**src/rtl/ciq_pkg.sv**
```systemverilog
// Shared definitions for the compressed issue queue allocation logic.
// Holds queue geometry, the entry address type, the allocator FSM states
// and small popcount helpers used by the allocation controller.
package ciq_pkg;

  localparam int CIQ_DEPTH  = 16;
  localparam int DECODE_NUM = 4;
  localparam int ISSUE_NUM  = 2;
  localparam int CIQ_AW     = 4;

  typedef logic [CIQ_AW-1:0] ciq_addr_t;

  typedef enum logic {
    RUN   = 1'b0,
    FLUSH = 1'b1
  } alloc_state_t;

  // Number of free entries in a 16-bit bitmap (0..16).
  function automatic logic [4:0] popcount16(input logic [CIQ_DEPTH-1:0] v);
    logic [4:0] c;
    c = '0;
    for (int i = 0; i < CIQ_DEPTH; i++) c = c + {4'b0, v[i]};
    return c;
  endfunction

  // Number of requesting dispatch lanes (0..4).
  function automatic logic [2:0] popcount4(input logic [DECODE_NUM-1:0] v);
    logic [2:0] c;
    c = '0;
    for (int i = 0; i < DECODE_NUM; i++) c = c + {2'b0, v[i]};
    return c;
  endfunction

endpackage

```
**src/rtl/ciq_free_select.sv**
```systemverilog
// Ordered free-entry picker: pick i is the (i+1)-th set bit of free_vec from bit 0.
// Purely combinational, zero latency.
// No flow control; pick_valid[i] is low when fewer than i+1 entries are free.
module ciq_free_select
  import ciq_pkg::*;
(
  input  logic [CIQ_DEPTH-1:0]  free_vec,
  output ciq_addr_t [DECODE_NUM-1:0] pick_addr,
  output logic [DECODE_NUM-1:0] pick_valid
);

  // Scan upward, handing each free index to the next unfilled pick slot.
  always_comb begin
    logic [2:0] cnt;
    cnt        = '0;
    pick_addr  = '0;
    pick_valid = '0;
    for (int b = 0; b < CIQ_DEPTH; b++) begin
      if (free_vec[b] && !cnt[2]) begin
        pick_addr[cnt[1:0]]  = ciq_addr_t'(b);
        pick_valid[cnt[1:0]] = 1'b1;
        cnt                  = cnt + 3'd1;
      end
    end
  end

endmodule

```
**src/rtl/ciq_alloc_ctrl.sv**
```systemverilog
// CIQ allocation controller: free bitmap owner, grants up to 4 entries per cycle, lowest index first.
// Grant is same-cycle (combinational ready/addresses); bitmap and count update on the next edge.
// All-or-nothing: disp_ready drops unless every requested lane fits. Optional checker: CIQ_ALLOC_CHECK_EN.
module ciq_alloc_ctrl
  import ciq_pkg::*;
(
  input  logic                                clk,
  input  logic                                rst,
  input  logic [DECODE_NUM-1:0]               disp_valid,
  output logic                                disp_ready,
  output logic [DECODE_NUM-1:0][CIQ_AW-1:0]   alloc_addr,
  input  logic [ISSUE_NUM-1:0]                rel_valid,
  input  logic [ISSUE_NUM-1:0][CIQ_AW-1:0]    rel_addr,
  input  logic                                flush,
  output logic [CIQ_DEPTH-1:0]                free_vec,
  output logic [4:0]                          free_cnt,
  output logic                                almost_full,
  output logic                                alloc_err
);

  alloc_state_t          state;
  logic [DECODE_NUM-1:0] pick_valid;
  logic [2:0]            req_cnt;
  logic [CIQ_DEPTH-1:0]  alloc_mask;
  logic [CIQ_DEPTH-1:0]  rel_mask;
  logic [CIQ_DEPTH-1:0]  free_vec_n;
  logic [4:0]            free_cnt_n;

  ciq_free_select u_sel (
    .free_vec   (free_vec),
    .pick_addr  (alloc_addr),
    .pick_valid (pick_valid)
  );

  assign req_cnt    = popcount4(disp_valid);
  assign disp_ready = (state == RUN) && !flush && ({2'b00, req_cnt} <= free_cnt);

  // Entries consumed by this cycle's grant; empty whenever the grant is refused.
  always_comb begin
    alloc_mask = '0;
    for (int i = 0; i < DECODE_NUM; i++) begin
      if (disp_valid[i] && disp_ready && pick_valid[i]) alloc_mask[alloc_addr[i]] = 1'b1;
    end
  end

  // Entries returned by issue; duplicate addresses simply OR together.
  always_comb begin
    rel_mask = '0;
    for (int j = 0; j < ISSUE_NUM; j++) begin
      if (rel_valid[j]) rel_mask[rel_addr[j]] = 1'b1;
    end
  end

  // Flush wins over releases; the count is recomputed from the bitmap so it cannot drift.
  assign free_vec_n = flush ? {CIQ_DEPTH{1'b1}} : ((free_vec & ~alloc_mask) | rel_mask);
  assign free_cnt_n = popcount16(free_vec_n);

  // FSM plus registered bitmap, count and almost-full flag.
  always_ff @(posedge clk or posedge rst) begin
    if (rst) begin
      state       <= RUN;
      free_vec    <= {CIQ_DEPTH{1'b1}};
      free_cnt    <= 5'd16;
      almost_full <= 1'b0;
    end else begin
      case (state)
        RUN:     if (flush) state <= FLUSH;
        FLUSH:   if (!flush) state <= RUN;
        default: state <= RUN;
      endcase
      free_vec    <= free_vec_n;
      free_cnt    <= free_cnt_n;
      almost_full <= (free_cnt_n < 5'(DECODE_NUM));
    end
  end

`ifdef CIQ_ALLOC_CHECK_EN
  logic err_rel;
  logic err_noncontig;
  logic err_cnt;

  // A release during flush is discarded, so it is not treated as a double free.
  assign err_rel       = !flush && |(rel_mask & free_vec & ~alloc_mask);
  // Contiguous-from-lane-0 patterns are exactly 2^k-1.
  assign err_noncontig = |(disp_valid & (disp_valid + 4'd1));
  assign err_cnt       = (free_cnt > 5'd16);

  // Sticky protocol error, cleared only by reset.
  always_ff @(posedge clk or posedge rst) begin
    if (rst)                                    alloc_err <= 1'b0;
    else if (err_rel || err_noncontig || err_cnt) alloc_err <= 1'b1;
  end
`else
  assign alloc_err = 1'b0;
`endif

endmodule

```
**config.mk**
```make
export PLATFORM = sky130hd
export DESIGN_NAME = ciq_alloc_ctrl
export DESIGN_NICKNAME = d
export VERILOG_FILES = /design/src/rtl/ciq_pkg.sv /design/src/rtl/ciq_free_select.sv /design/src/rtl/ciq_alloc_ctrl.sv
export SDC_FILE = /design/constraint.sdc
export NUM_CORES = 1
export LEC_CHECK = 0
export CAP_MARGIN = 20
export CORE_UTILIZATION = 59
export CTS_CLUSTER_SIZE = 14
export DETAILED_ROUTE_END_ITERATION = 6
export HOLD_SLACK_MARGIN = 0.08
export MAX_ROUTING_LAYER = met4
export PLACE_DENSITY = 0.94
export SYNTH_ARGS = -nofsm -noshare
export SYNTH_HDL_FRONTEND = slang
export SYNTH_SLANG_ARGS = --single-unit
```
**constraint.sdc**
```tcl
create_clock -name clk -period 20.1 [get_ports clk]
set_input_delay 6.03 -clock clk [delete_from_list [all_inputs] [get_ports clk]]
set_output_delay 6.03 -clock clk [all_outputs]
set_load 0.01 [all_outputs]
```
==> results of run 1 <==
## placed cells by master, fill, tap and decap left out, types with 5 or more instances in the layout
master	Yosys	final
dfrtp_1	6	6
and2_1	7	7
a211o_1	6	6
a21oi_1	34	34
a32oi_1	10	10
nand3_1	33	33
nor2_1	63	63
xnor2_1	10	10
nand4_1	7	7
o21a_1	6	6
nand3b_1	9	9
and3_1	12	12
nand2_1	93	93
inv_1	50	50
a22oi_1	10	10
a21o_1	6	6
a31oi_1	12	12
dfstp_2	17	17
nor3_1	16	16
nand2b_1	17	17
or3_1	6	6
o211ai_1	6	6
nor4_1	5	5
nor2b_1	12	12
o22ai_1	14	14
fa_1	12	12
o31ai_1	6	6
o21ai_0	29	29
ha_1	57	57
clkdlybuf4s50_1	0	55
## area by class of cell
| class | count | share of cell area |
|---|---|---|
| Clock buffer | 3 | 0.00721 |
| Multi-Input combinational cell | 596 | 0.731 |
| Clock inverter | 1 | 0.00131 |
| Sequential cell | 23 | 0.104 |
| Timing Repair Buffer | 58 | 0.100 |
| Tap cell | 105 | 0.0229 |
| Inverter | 51 | 0.0334 |
## stage by stage
| step | area (um2) | cells | hold WS (ns) | util | setup WS (ns) |
|---|---|---|---|---|---|
| after global placement | 5680 | 833 | 0.589 | 0.688 | 3.12 |
| after CTS | 5730 | 837 | 0.607 | 0.694 | 2.29 |
| final | 5730 | 837 | 0.604 | 0.694 | 2.02 |
| after detailed placement | 5680 | 833 | 0.594 | 0.688 | 2.58 |
| after global routing | 5730 | 837 | 0.627 | 0.694 | 1.22 |
| after floorplan | 5080 | 696 | 0.569 | - | 3.71 |
## layer usage
| layer | vias to the layer above | GRT usage | routed length [um] |
|---|---|---|---|
| met3 | 76 | 0.0507 | 1860 |
| met5 | - | - | 0 |
| met1 | 2687 | 0.508 | 6960 |
| met4 | 0 | 0.218 | 996 |
| li1 | 2628 | - | - |
| met2 | 424 | 0.695 | 8510 |
## kinds of logic (layout without fill, tap and decap cells)
logic type / Yosys count / in the layout / synth area share
buffers and inverters: 77 / 113 / 0.0586
adder cells (fa/ha/maj): 69 / 69 / 0.188
other: 1 / 1 / 0.000738
multiplexers: 6 / 6 / 0.0150
XOR/XNOR: 16 / 16 / 0.0377
flip-flops: 23 / 23 / 0.117
AO/OA/AOI/OAI: 198 / 198 / 0.281
AND/OR/NAND/NOR: 306 / 306 / 0.302
## how the worst max path moves through the flow
stage	end	cells after the start
final	alloc_addr[3]	44
after global routing	alloc_addr[5]	43
after CTS	alloc_addr[3]	42
after detailed placement	alloc_addr[2]	42
after global placement	alloc_addr[6]	43
after floorplan	alloc_addr[6]	47
## worst max-delay path, delay by kind of cell (launching register included)
kind / cells / cell delay [ns]
buf+inv: 7 / 1.44
compound gates: 11 / 2.66
simple gates: 15 / 3.39
flops: 1 / 0.69
fa+ha+maj: 8 / 2.57
xor+xnor: 3 / 1.02
## registers in the layout (all words and copies together), names as in the netlist
| name | flops |
|---|---|
| almost_full | 1 |
| free_cnt | 5 |
| free_vec | 16 |
| state | 1 |
==> qor.txt, run 1 <==
CP Class -> reg2out
Worst hold path type -> reg2reg
CP max FO -> 23
Cells after synthesis -> 696
Fmax -> 55.3 MHz
Post-DR wirelength/cell -> 21.9 um
I/O Buffers -> 55
CTS hold repair buffers -> 0
Max Cap Viol -> 0
Final Cycle Share -> 0.900
H-Tree Depth -> 1
Final Max Slew Viols -> 0
Num CTS Buffers -> 3
Die width -> 94.8 um
Final Hold Fails -> 0
CP Launch Type -> flip-flop
Synthesized Nets -> 782
Die Ht -> 94.8 um
Clock Pin Slew Worst Setup and Hold Paths -> 0.09 ns
Hold Path End -> free_vec[15]
I/O pin count -> 57
Diode count -> 0
CP arrival -> 12.05 ns
Distinct cells, synth -> 87
Vias/cell -> 6.95
Multi-input gate area -> 4190 um2
Total GRT Usage -> 0.423
CTS tree -> yes
Post-route setup TNS -> 0 ns
YS warnings -> 0
Top cell type's share of synthesized area -> 0.140
Share of layout cells above drive strength 1 -> 0.0724
Pin count of the biggest net entering global routing -> 26
DRT iter0 DRCs -> 509
Post-synth EDFFs -> 0
Initial Util -> 0.615
Sink Count -> 23
Slowest Stage Delay on Critical Path -> 0.69 ns
FF-to-FF Start -> free_vec[2]
Crit path from -> free_vec[2]
Die ar. -> 8990 um2
Synth Cell Area -> 5080 um2
Worst-skew pair later-pin latency -> 0.28 ns
Synth cell count leaders -> nand2_1 (93), nor2_1 (63), ha_1 (57), inv_1 (50), a21oi_1 (34)
Overflow left after global routing -> 0
Final setup violation count -> 0
Area growth, synth to finish -> 12.7%
Hold_sp -> free_vec[15]
CTS-repair resized insts -> 0
Worst Tran Pin Value -> 0.924 ns
Clock Skew -> 0.00449 ns
Most common flop cell mapped by yosys -> dfstp_2
Rel. slew slack -> 0.384
Yosys reg bits -> 23
RSZ-0062 raised after global routing -> false
Detail Route Antenna Nets -> 0
Sequential share of the synthesized area -> 0.117
Residual DRC -> 0
Status -> finished clean
Reg2Reg Setup Slack -> 4.27 ns
Total wire length -> 18300 um
Most common cell on crit path -> ha_1
First-pass iteration count of the detailed router -> 6
# fillers -> 692
Final nets -> 819
Clk Tree Root Cell -> clkbuf_8
Worst reg2reg path depth -> 56
First-pass GRT wire length -> 27900 um
Min Tclk post-route -> 18.08 ns
Post-CTS Repair Setup Buffers -> 0
Register area -> 597 um2
Post-DP HPWL -> 15000 um
GP Congestion -> 1.03
Synth area leaders -> ha_1 (14%), dfstp_2 (8.8%), nand2_1 (6.9%), fa_1 (4.7%), nor2_1 (4.7%)
Synth area leader -> ha_1
Crit end category -> output pin
FFs w/ async S/R, synth -> 1.00
Core area -> 8260 um2
FF-to-FF End -> almost_full
Antenna violations before repair -> 0
Vias -> 5815
Count leader, synth -> nand2_1
# rows -> 33
Clock buffer depth -> 2
Worst EP required -> 14.07 ns
Hold Crit Depth -> 1
CP max-delay cell -> dfstp_2
Vias in the first global route -> 5428
Mean post-synth cell area -> 7.30 um2
Power of run 1 is not shown: default switching activity piles up to over one toggle a cycle in this logic, so the estimate is an artifact.
==> run 2: changes to the inputs <==
--- a/config.mk
+++ b/config.mk
@@ -12,6 +12,7 @@
 export HOLD_SLACK_MARGIN = 0.08
 export MAX_ROUTING_LAYER = met4
 export PLACE_DENSITY = 0.94
+export SLEW_MARGIN = 10
 export SYNTH_ARGS = -nofsm -noshare
 export SYNTH_HDL_FRONTEND = slang
 export SYNTH_SLANG_ARGS = --single-unit
==> constraint.sdc (replaced) <==
create_clock -name clk -period 20.1 [get_ports clk]
set_input_delay 6.03 -clock clk [delete_from_list [all_inputs] [get_ports clk]]
set_output_delay 6.03 -clock clk [all_outputs]
set_load 0.05 [all_outputs]
==> run 2 against run 1 <==
Effect of this change: maximum frequency decreased by 1.5%; core utilization unchanged; register-to-register slack better by 0.17 ns.
==> qor.txt, run 2 (synthesized netlist as in run 1, its figures left out) <==
CP arrival -> 12.33 ns (+0.28 ns)
Worst Tran Pin Value -> 0.878 ns (-0.0465 ns)
Final Cycle Share -> 0.913 (+0.0139)
Most common cell on crit path -> ha_1
Core area -> 8260 um2 (unchanged)
Overflow left after global routing -> 0 (unchanged)
Clock Skew -> 0.00484 ns (+0.000352 ns)
CTS tree -> yes
Fmax -> 54.5 MHz (-1.5%)
Total wire length -> 18500 um (+1.1%)
CP Launch Type -> flip-flop
Die width -> 94.8 um (unchanged)
Regs by FF count -> free_vec x16, free_cnt x5
I/O Buffers -> 55 (unchanged)
Post-DP HPWL -> 15100 um (+0.78%)
Die ar. -> 8990 um2 (unchanged)
First-pass iteration count of the detailed router -> 6 (unchanged)
Max Cap Viol -> 0 (unchanged)
DRT iter0 DRCs -> 676 (+33%)
Post-CTS Repair Setup Buffers -> 0 (unchanged)
Largest register FFs -> 16 (unchanged)
Area growth, synth to finish -> 12.7% (unchanged)
H-Tree Depth -> 1 (unchanged)
Diode count -> 0 (unchanged)
GP Congestion -> 1.04 (+0.49%)
CP max FO -> 16 (-30%)
Final Max Slew Viols -> 0 (unchanged)
First-pass GRT wire length -> 28600 um (+2.6%)
Post-DR wirelength/cell -> 22.1 um (+1.1%)
Delay-heaviest family, CP -> simple AND/OR/NAND/NOR gates
CTS hold repair buffers -> 0 (unchanged)
Vias -> 5828 (+0.22%)
Detail Route Antenna Nets -> 0 (unchanged)
Commonest non-fill, non-tap cell in the layout -> nand2_1
Final Hold Fails -> 0 (unchanged)
Sink Count -> 23 (unchanged)
RSZ-0062 raised after global routing -> false
Status -> finished clean
Clock buffer depth -> 2 (unchanged)
Final nets -> 819 (unchanged)
Vias/cell -> 6.96 (+0.22%)
Die Ht -> 94.8 um (unchanged)
Worst EP required -> 14.07 ns (about the same)
Commonest cells after routing, fill and taps aside -> nand2_1 (93), nor2_1 (63), ha_1 (57), clkdlybuf4s50_1 (55), inv_1 (50)
Clock Pin Slew Worst Setup and Hold Paths -> 0.09 ns (about the same)
Worst-skew pair later-pin latency -> 0.28 ns (about the same)
Final setup violation count -> 0 (unchanged)
Crit end category -> output pin
Initial Util -> 0.615 (unchanged)
Residual DRC -> 0 (unchanged)
Pin count of the biggest net entering global routing -> 26 (unchanged)
Min Tclk post-route -> 18.36 ns (+0.279 ns)
# rows -> 33 (unchanged)
CTS-repair resized insts -> 0 (unchanged)
CP Class -> reg2out
Num CTS Buffers -> 3 (unchanged)
Clk Tree Root Cell -> clkbuf_8
Slowest Stage Delay on Critical Path -> 0.79 ns (+0.10 ns)
Share of layout cells above drive strength 1 -> 0.0724 (unchanged)
CP max-delay cell -> clkdlybuf4s50_1
WP buf/inv -> 7 (unchanged)
Antenna violations before repair -> 0 (unchanged)
Worst hold path type -> reg2reg
Total GRT Usage -> 0.435 (+0.0114)
I/O pin count -> 57 (unchanged)
Largest Register -> free_vec
Post-route setup TNS -> 0 ns (unchanged)
Vias in the first global route -> 5457 (+0.53%)
Rel. slew slack -> 0.415 (+0.0310)
-- run 2: cell counts in the layout (fill, tap and decap cells not counted) --
No cell type changed its count.
-- run 2: path summary, 6_finish.rpt --
path | startpoint | end | slack, ns | depth (start not counted)
setup / recovery | free_vec[2] | alloc_addr[6] | 1.74 | 45
hold / removal | free_vec[15] | free_vec[15] | 0.61 | 1
setup reg to reg | free_vec[2] | almost_full | 4.44 | 56
hold reg to reg | free_vec[15] | free_vec[15] | 0.61 | 1
max in group asynchronous | rst | state | 13.35 | 2
min in group asynchronous | rst | free_cnt[2] | 6.22 | 2
-- run 2: worst reg2reg max path: cells and delay by family, from the launching register on --
family | cells | cell delay, ns
flip-flops | 1 | 0.68
multiplexers | 1 | 0.24
buffers and inverters | 7 | 0.76
adder cells (fa/ha/maj) | 14 | 5.28
XOR/XNOR | 2 | 0.65
AO/OA/AOI/OAI | 14 | 3.88
AND/OR/NAND/NOR | 18 | 4.10
-- run 2: final cells by class --
class | instances | area (um2)
Timing Repair Buffer | 58 | 573
Fill cell | 697 | 2530
Tap cell | 105 | 131
Clock inverter | 1 | 7.51
Sequential cell | 23 | 597
Inverter | 51 | 191
Clock buffer | 3 | 41.3
Multi-Input combinational cell | 596 | 4190
-- run 2: per-stage QoR --
step	setup slack (ns)	cells	hold WS (ns)	util	area, um2
final	1.74	837	0.609	0.694	5730
after global routing	0.935	837	0.625	0.694	5730
after CTS	2.01	837	0.609	0.694	5730
after detailed placement	2.32	833	0.595	0.688	5680
after global placement	2.84	833	0.589	0.688	5680
after floorplan	3.28	696	0.672	-	5080
-- run 2: per-layer routing --
metal | GRT usage | part of all wire
met5 | - | 0
met4 | 0.220 | 0.056
met3 | 0.0572 | 0.093
met2 | 0.713 | 0.47
met1 | 0.520 | 0.39
Power of run 2 is left out for the same reason.
==> run 3: changes to the inputs <==
--- a/config.mk
+++ b/config.mk
@@ -7,7 +7,6 @@
 export LEC_CHECK = 0
 export CAP_MARGIN = 20
 export CORE_UTILIZATION = 59
-export CTS_CLUSTER_SIZE = 14
 export DETAILED_ROUTE_END_ITERATION = 6
 export HOLD_SLACK_MARGIN = 0.08
 export MAX_ROUTING_LAYER = met4
==> results of run 3 <==
No change in the layout: final DEF, timing and power equal those of run 2.
Power of run 3 is left out for the same reason.
==> edit 1 (config.mk and constraints of run 3) <==
The option `CIQ_ALLOC_CHECK_EN` is turned on by a define.
--- a/src/rtl/ciq_alloc_ctrl.sv
+++ b/src/rtl/ciq_alloc_ctrl.sv
@@ -1,6 +1,8 @@
 // CIQ allocation controller: free bitmap owner, grants up to 4 entries per cycle, lowest index first.
 // Grant is same-cycle (combinational ready/addresses); bitmap and count update on the next edge.
 // All-or-nothing: disp_ready drops unless every requested lane fits. Optional checker: CIQ_ALLOC_CHECK_EN.
+`define CIQ_ALLOC_CHECK_EN
+
 module ciq_alloc_ctrl
   import ciq_pkg::*;
 (
Function: changed (Yosys sat finds a counterexample within 4 cycles, from zero or initial values and one cycle with rst high).
==> edit 1 against run 3 <==
  * Synthesized area is 8.8% higher
  * Final area is 9.2% higher
  * Die area is 8.6% higher
  * Critical path type unchanged
  * Worst setup slack worse by 700 ps
  * Sequential cell count is 1 higher
  * Wire length is 11% higher
  * Critical path depth is 4 higher
  * Via count is 11% higher
  * Clock skew is 4.1 ps higher
Power is not shown: default switching activity piles up to over one toggle a cycle in this logic, so the estimate is an artifact.
==> edit 1: results (changes against run 3) <==
- The via count of the first global-routing pass came to 6,085 (+12%).
- The starting DRC count in detailed routing is 740 (+9.5%).
- The largest fanout on the critical path was 10 (-6).
- The worst hold slack is 754 ps (+145 ps).
- The tightest slew margin relative to the limit was 0.398 (-0.0172).
- The count of cell types in the netlist is 84 (-3.4%).
- In this run the critical register-to-register path is captured at almost_full.
- The number of nets in the layout is 880 (+7.4%).
- The run finished with clean final reports.
- The worst register-to-register path begins at free_vec[1].
- The placed standard-cell area is 6160 µm² (+8.4%).
- The data arrival time of the worst path is 13,030 ps (+700 ps).
- The largest stage delay on the critical path was 770 ps (-20 ps).
- The wire length reported by the detailed router is 20,600 µm (+11%).
- The count of buffers from port buffering is 56 (+1.8%).
- The proportion of layout cells with a drive suffix above 1 is 0.0750 (+0.00256).
- The placer's final routability congestion estimate is 1.12 (+7.6%).
- The share of flip-flops with an asynchronous set or reset came to 1.00 (unchanged).
- The number of hold violations in the final report is 0 (unchanged).
- The count of TritonRoute iterations in the first routing pass is 6 (unchanged).
- The startpoint of the worst hold path is free_vec[5].
- The summed area of non-filler cells in the final layout is 6260 µm² (+9.2%).
- The number of antenna violations at the first check in global routing is 0 (unchanged).
- By area the synthesized netlist is led by sky130_fd_sc_hd__ha_1 14%, sky130_fd_sc_hd__dfstp_2 8.1%, sky130_fd_sc_hd__nand2_1 5.3%.
- The number of fill cells in the layout is 708 (+1.6%).
- Sorting the synthesized cells by how often they occur yields 78 x sky130_fd_sc_hd__nand2_1, 64 x sky130_fd_sc_hd__inv_1, 63 x sky130_fd_sc_hd__ha_1, 42 x sky130_fd_sc_hd__nor2_1, 41 x sky130_fd_sc_hd__nand3_1.
- The largest net degree at the start of global routing came to 26 (unchanged).
- The pre-CTS setup slack was 837 ps (-1490 ps).
- The number of warnings reported in the yosys synthesis log is 0 (unchanged).
- The number of vias after detailed routing was 6,445 (+11%).
- The worst reg-to-reg setup slack is 4050 ps (-390 ps).
- The overall track demand over capacity in global routing was 0.431 (-0.00376).
- The share of synthesized area occupied by flip-flops and latches is 0.112 (-0.00496).
- The number of cells on the worst hold path came to 2 (+1).
- The fraction of met1 tracks used by global routing is 0.565 (+0.0447).
- The placed cell count is 889 (+6.7%).
- The net count of the mapped netlist came to 836 (+6.9%).
- In this run the clock root is driven by a sky130_fd_sc_hd__clkbuf_8.
- The clock latency at the later pin of the worst-skew pair is 270 ps.
- The post-detailed-route via-to-cell ratio came to 7.20 (+3.4%).
- The global-route track usage on met3 is 0.0468 (-0.0104).
- The CTS clock-pin slew for the worst setup and hold paths is 80 ps.
- The cell depth of the worst flop-to-flop path is 58 (+3.6%).
- The total inserted antenna cells is 0 (unchanged).
- The mean instance size in the synthesized netlist is 7.43 µm² (+1.8%).
- For hold timing, the worst endpoint is free_vec[5].
- The met2 track demand over resource is 0.677 (-0.0362).
- The wire length of the first global-routing pass was 31,900 µm (+12%).
- The number of levels the H-tree was split into is 1 (unchanged).
- The HPWL after detailed placement is 16,500 µm (+9.0%).
- The maximum clock skew at final layout is 8.90 ps (+4.06 ps).
edit 1: how the worst max path moves through the flow:
stage	end	slack (ps)	cells past startpoint	start
global placement	alloc_addr[12]	1100	45	free_vec[2]
finish	alloc_addr[12]	1040	49	free_vec[1]
floorplan	alloc_addr[10]	2440	50	free_vec[1]
detailed placement	alloc_addr[10]	840	49	free_vec[1]
global route	alloc_addr[4]	120	50	free_vec[1]
CTS	alloc_addr[10]	530	49	free_vec[1]
edit 1: layer usage:
| layer | share of wire | up-vias |
|---|---|---|
| met5 | 0 | - |
| met4 | 0.048 | 0 |
| met3 | 0.11 | 103 |
| met2 | 0.45 | 510 |
| met1 | 0.39 | 2960 |
| li1 | - | 2872 |
edit 1: cells by family (layout without fill, tap and decap cells):
group,after synthesis,after routing,synth area share
adders and majority gates,75,75,0.186
DFF,24,24,0.112
buffers and inverters,90,133,0.0636
and+or+nand+nor,304,304,0.297
AOI/OAI and AO/OA,234,234,0.306
muxes,2,2,0.00385
xor gates and xnor gates,15,15,0.0312
edit 1: repair_timing:
action | in CTS | in global routing
setup endpoints to repair | 0 | 15
gates resized for setup | 0 | 3
setup buffers | 0 | 2
edit 1: layout make-up:
type / instances / area share
Multi-Input combinational cell: 630 / 0.730
Tap cell: 108 / 0.0216
Clock buffer: 3 / 0.00660
Sequential cell: 24 / 0.0994
Timing Repair Buffer: 63 / 0.0980
Inverter: 66 / 0.0396
Clock inverter: 1 / 0.00480
edit 1: worst max-delay path, delay by kind of cell, from the launching register on:
kind            cells  cell delay [ps]
compound gates     13             3130
simple gates       16             3100
fa+ha+maj          10             3010
buf+inv             6             1290
xor+xnor            3              960
mux                 1              630
flops               1              610
==> edit 2 (settings of run 3) <==
Without the edit above. The package constant `CIQ_DEPTH` goes from 16 to 8.
--- a/src/rtl/ciq_pkg.sv
+++ b/src/rtl/ciq_pkg.sv
@@ -3,7 +3,7 @@
 // and small popcount helpers used by the allocation controller.
 package ciq_pkg;
 
-  localparam int CIQ_DEPTH  = 16;
+  localparam int CIQ_DEPTH  = 8;
   localparam int DECODE_NUM = 4;
   localparam int ISSUE_NUM  = 2;
   localparam int CIQ_AW     = 4;
Interface: changed (resized free_vec); port bits go from 57 to 49. No check against the original RTL was run, so the function may have changed too.
==> edit 2 against run 3 <==
  * Wire length down 60%
  * Worst setup slack better by 2600 ps
  * Synthesized area down 50%
  * Register-to-register slack better by 7100 ps
  * Sequential cell count down 8
  * Final area down 47%
  * Highest routed layer unchanged
Power is left out: the tool's default activity adds up to more than one toggle a clock period on the data nets, which glitch-free logic cannot reach.
==> edit 2: results (changes against run 3) <==
- The run finished with clean final reports.
- The path with the worst hold slack has its endpoint at free_vec[0].
- In the final layout, the registers with the most flip-flops are free_vec (8), free_cnt (5).
- The CTS clock-pin slew for the worst setup and hold paths is 70 ps (-20 ps).
- The number of nets in the layout is 416 (-49%).
- The maximum clock skew at final layout was 2.13 ps (-2.71 ps).
- The wire length of the first global-routing pass came to 11,700 µm (-59%).
- The commonest cells after synthesis are 36 x sky130_fd_sc_hd__nand2_1, 30 x sky130_fd_sc_hd__ha_1, 30 x sky130_fd_sc_hd__inv_1, 19 x sky130_fd_sc_hd__nor2_1, 15 x sky130_fd_sc_hd__a21oi_1.
- The largest net degree at the start of global routing is 19 (-27%).
- In this run the critical register-to-register path is launched from free_vec[1].
- The count of buffers from port buffering was 43 (-22%).
- The overall track demand over capacity in global routing is 0.350 (-0.0848).
- The number of cells on the worst hold path is 2 (+1).
- The data arrival time of the worst path came to 9720 ps (-2610 ps).
- The via count of the first global-routing pass came to 2,510 (-54%).
- The average wire per standard cell is 17.8 µm (-19%).
- The clock latency at the later pin of the worst-skew pair was 250 ps (-30 ps).
- The largest fanout on the critical path is 8 (-8).
- The count of cell types in the netlist is 74 (-15%).
- The cell family contributing the most delay on the critical path is buffers and inverters.
- The startpoint of the worst hold path is free_vec[0].
- The HPWL after detailed placement was 5890 µm (-61%).
- The transition at the pin with the smallest max-transition slack is 777 ps (-101 ps).
- The placed standard-cell area is 2970 µm² (-48%).
- The number of fill cells in the layout was 330 (-53%).
- The worst reg-to-reg setup slack is 11,590 ps (+7150 ps).
- The proportion of layout cells with a drive suffix above 1 is 0.0939 (+0.0215).
- The post-detailed-route via-to-cell ratio is 6.50 (-6.6%).
-- edit 2: changes by cell type after synthesis, sizes merged, moves of 20 or more --
cell          run 3  this run
nand3            33        10
ha               57        30
nor2             64        19
inv              51        31
nand2            93        36
o21ai            34        10
-- edit 2: through the flow --
step	utilization	hold slack [ps]	worst slack, ps	instances
2_1_floorplan	-	690	5510	330
3_3_place_gp	0.732	612	4470	408
3_5_place_dp	0.732	629	4390	408
4_1_cts	0.744	643	4370	412
5_1_grt	0.744	678	4210	412
6_report	0.744	657	4350	412
-- edit 2: layout make-up --
class                   instances  area share
multi-input cells             269       0.654
clock inverters                 1     0.00249
repair buffers                 43       0.143
clock buffers                   3      0.0137
inverters                      31      0.0386
flip-flops and latches         15       0.128
well taps                      50      0.0207
-- edit 2: kinds of logic after synthesis --
family                     Yosys count  share of synthesized area
and+or+nand+nor                    139                      0.299
AOI/OAI and AO/OA                   86                      0.265
buffers and inverters               46                     0.0801
adders and majority gates           36                      0.195
DFF                                 15                      0.152
other                                1                    0.00147
xor gates and xnor gates             1                    0.00344
muxes                                1                    0.00442
-- edit 2: tightest hold or removal path, stage by stage (launching register included) --
cell and delay [ps]:
sky130_fd_sc_hd__dfstp_2 410, sky130_fd_sc_hd__o31ai_1 80, sky130_fd_sc_hd__o21ai_0 140
-- edit 2: worst max path at each step --
stage | start | to | depth (start not counted)
after floorplan | disp_valid[0] | disp_ready | 10
after global placement | disp_valid[0] | disp_ready | 12
after detailed placement | disp_valid[0] | disp_ready | 12
after CTS | disp_valid[0] | disp_ready | 12
after global routing | disp_valid[1] | disp_ready | 12
final | disp_valid[0] | disp_ready | 12
-- edit 2: layer usage --
layer / track usage / wire length (µm) / up-vias
met5: - / 0 / -
met4: 0.181 / 335 / 0
met3: 0.0321 / 377 / 32
met2: 0.585 / 3600 / 126
met1: 0.413 / 3030 / 1273
li1: - / - / 1248
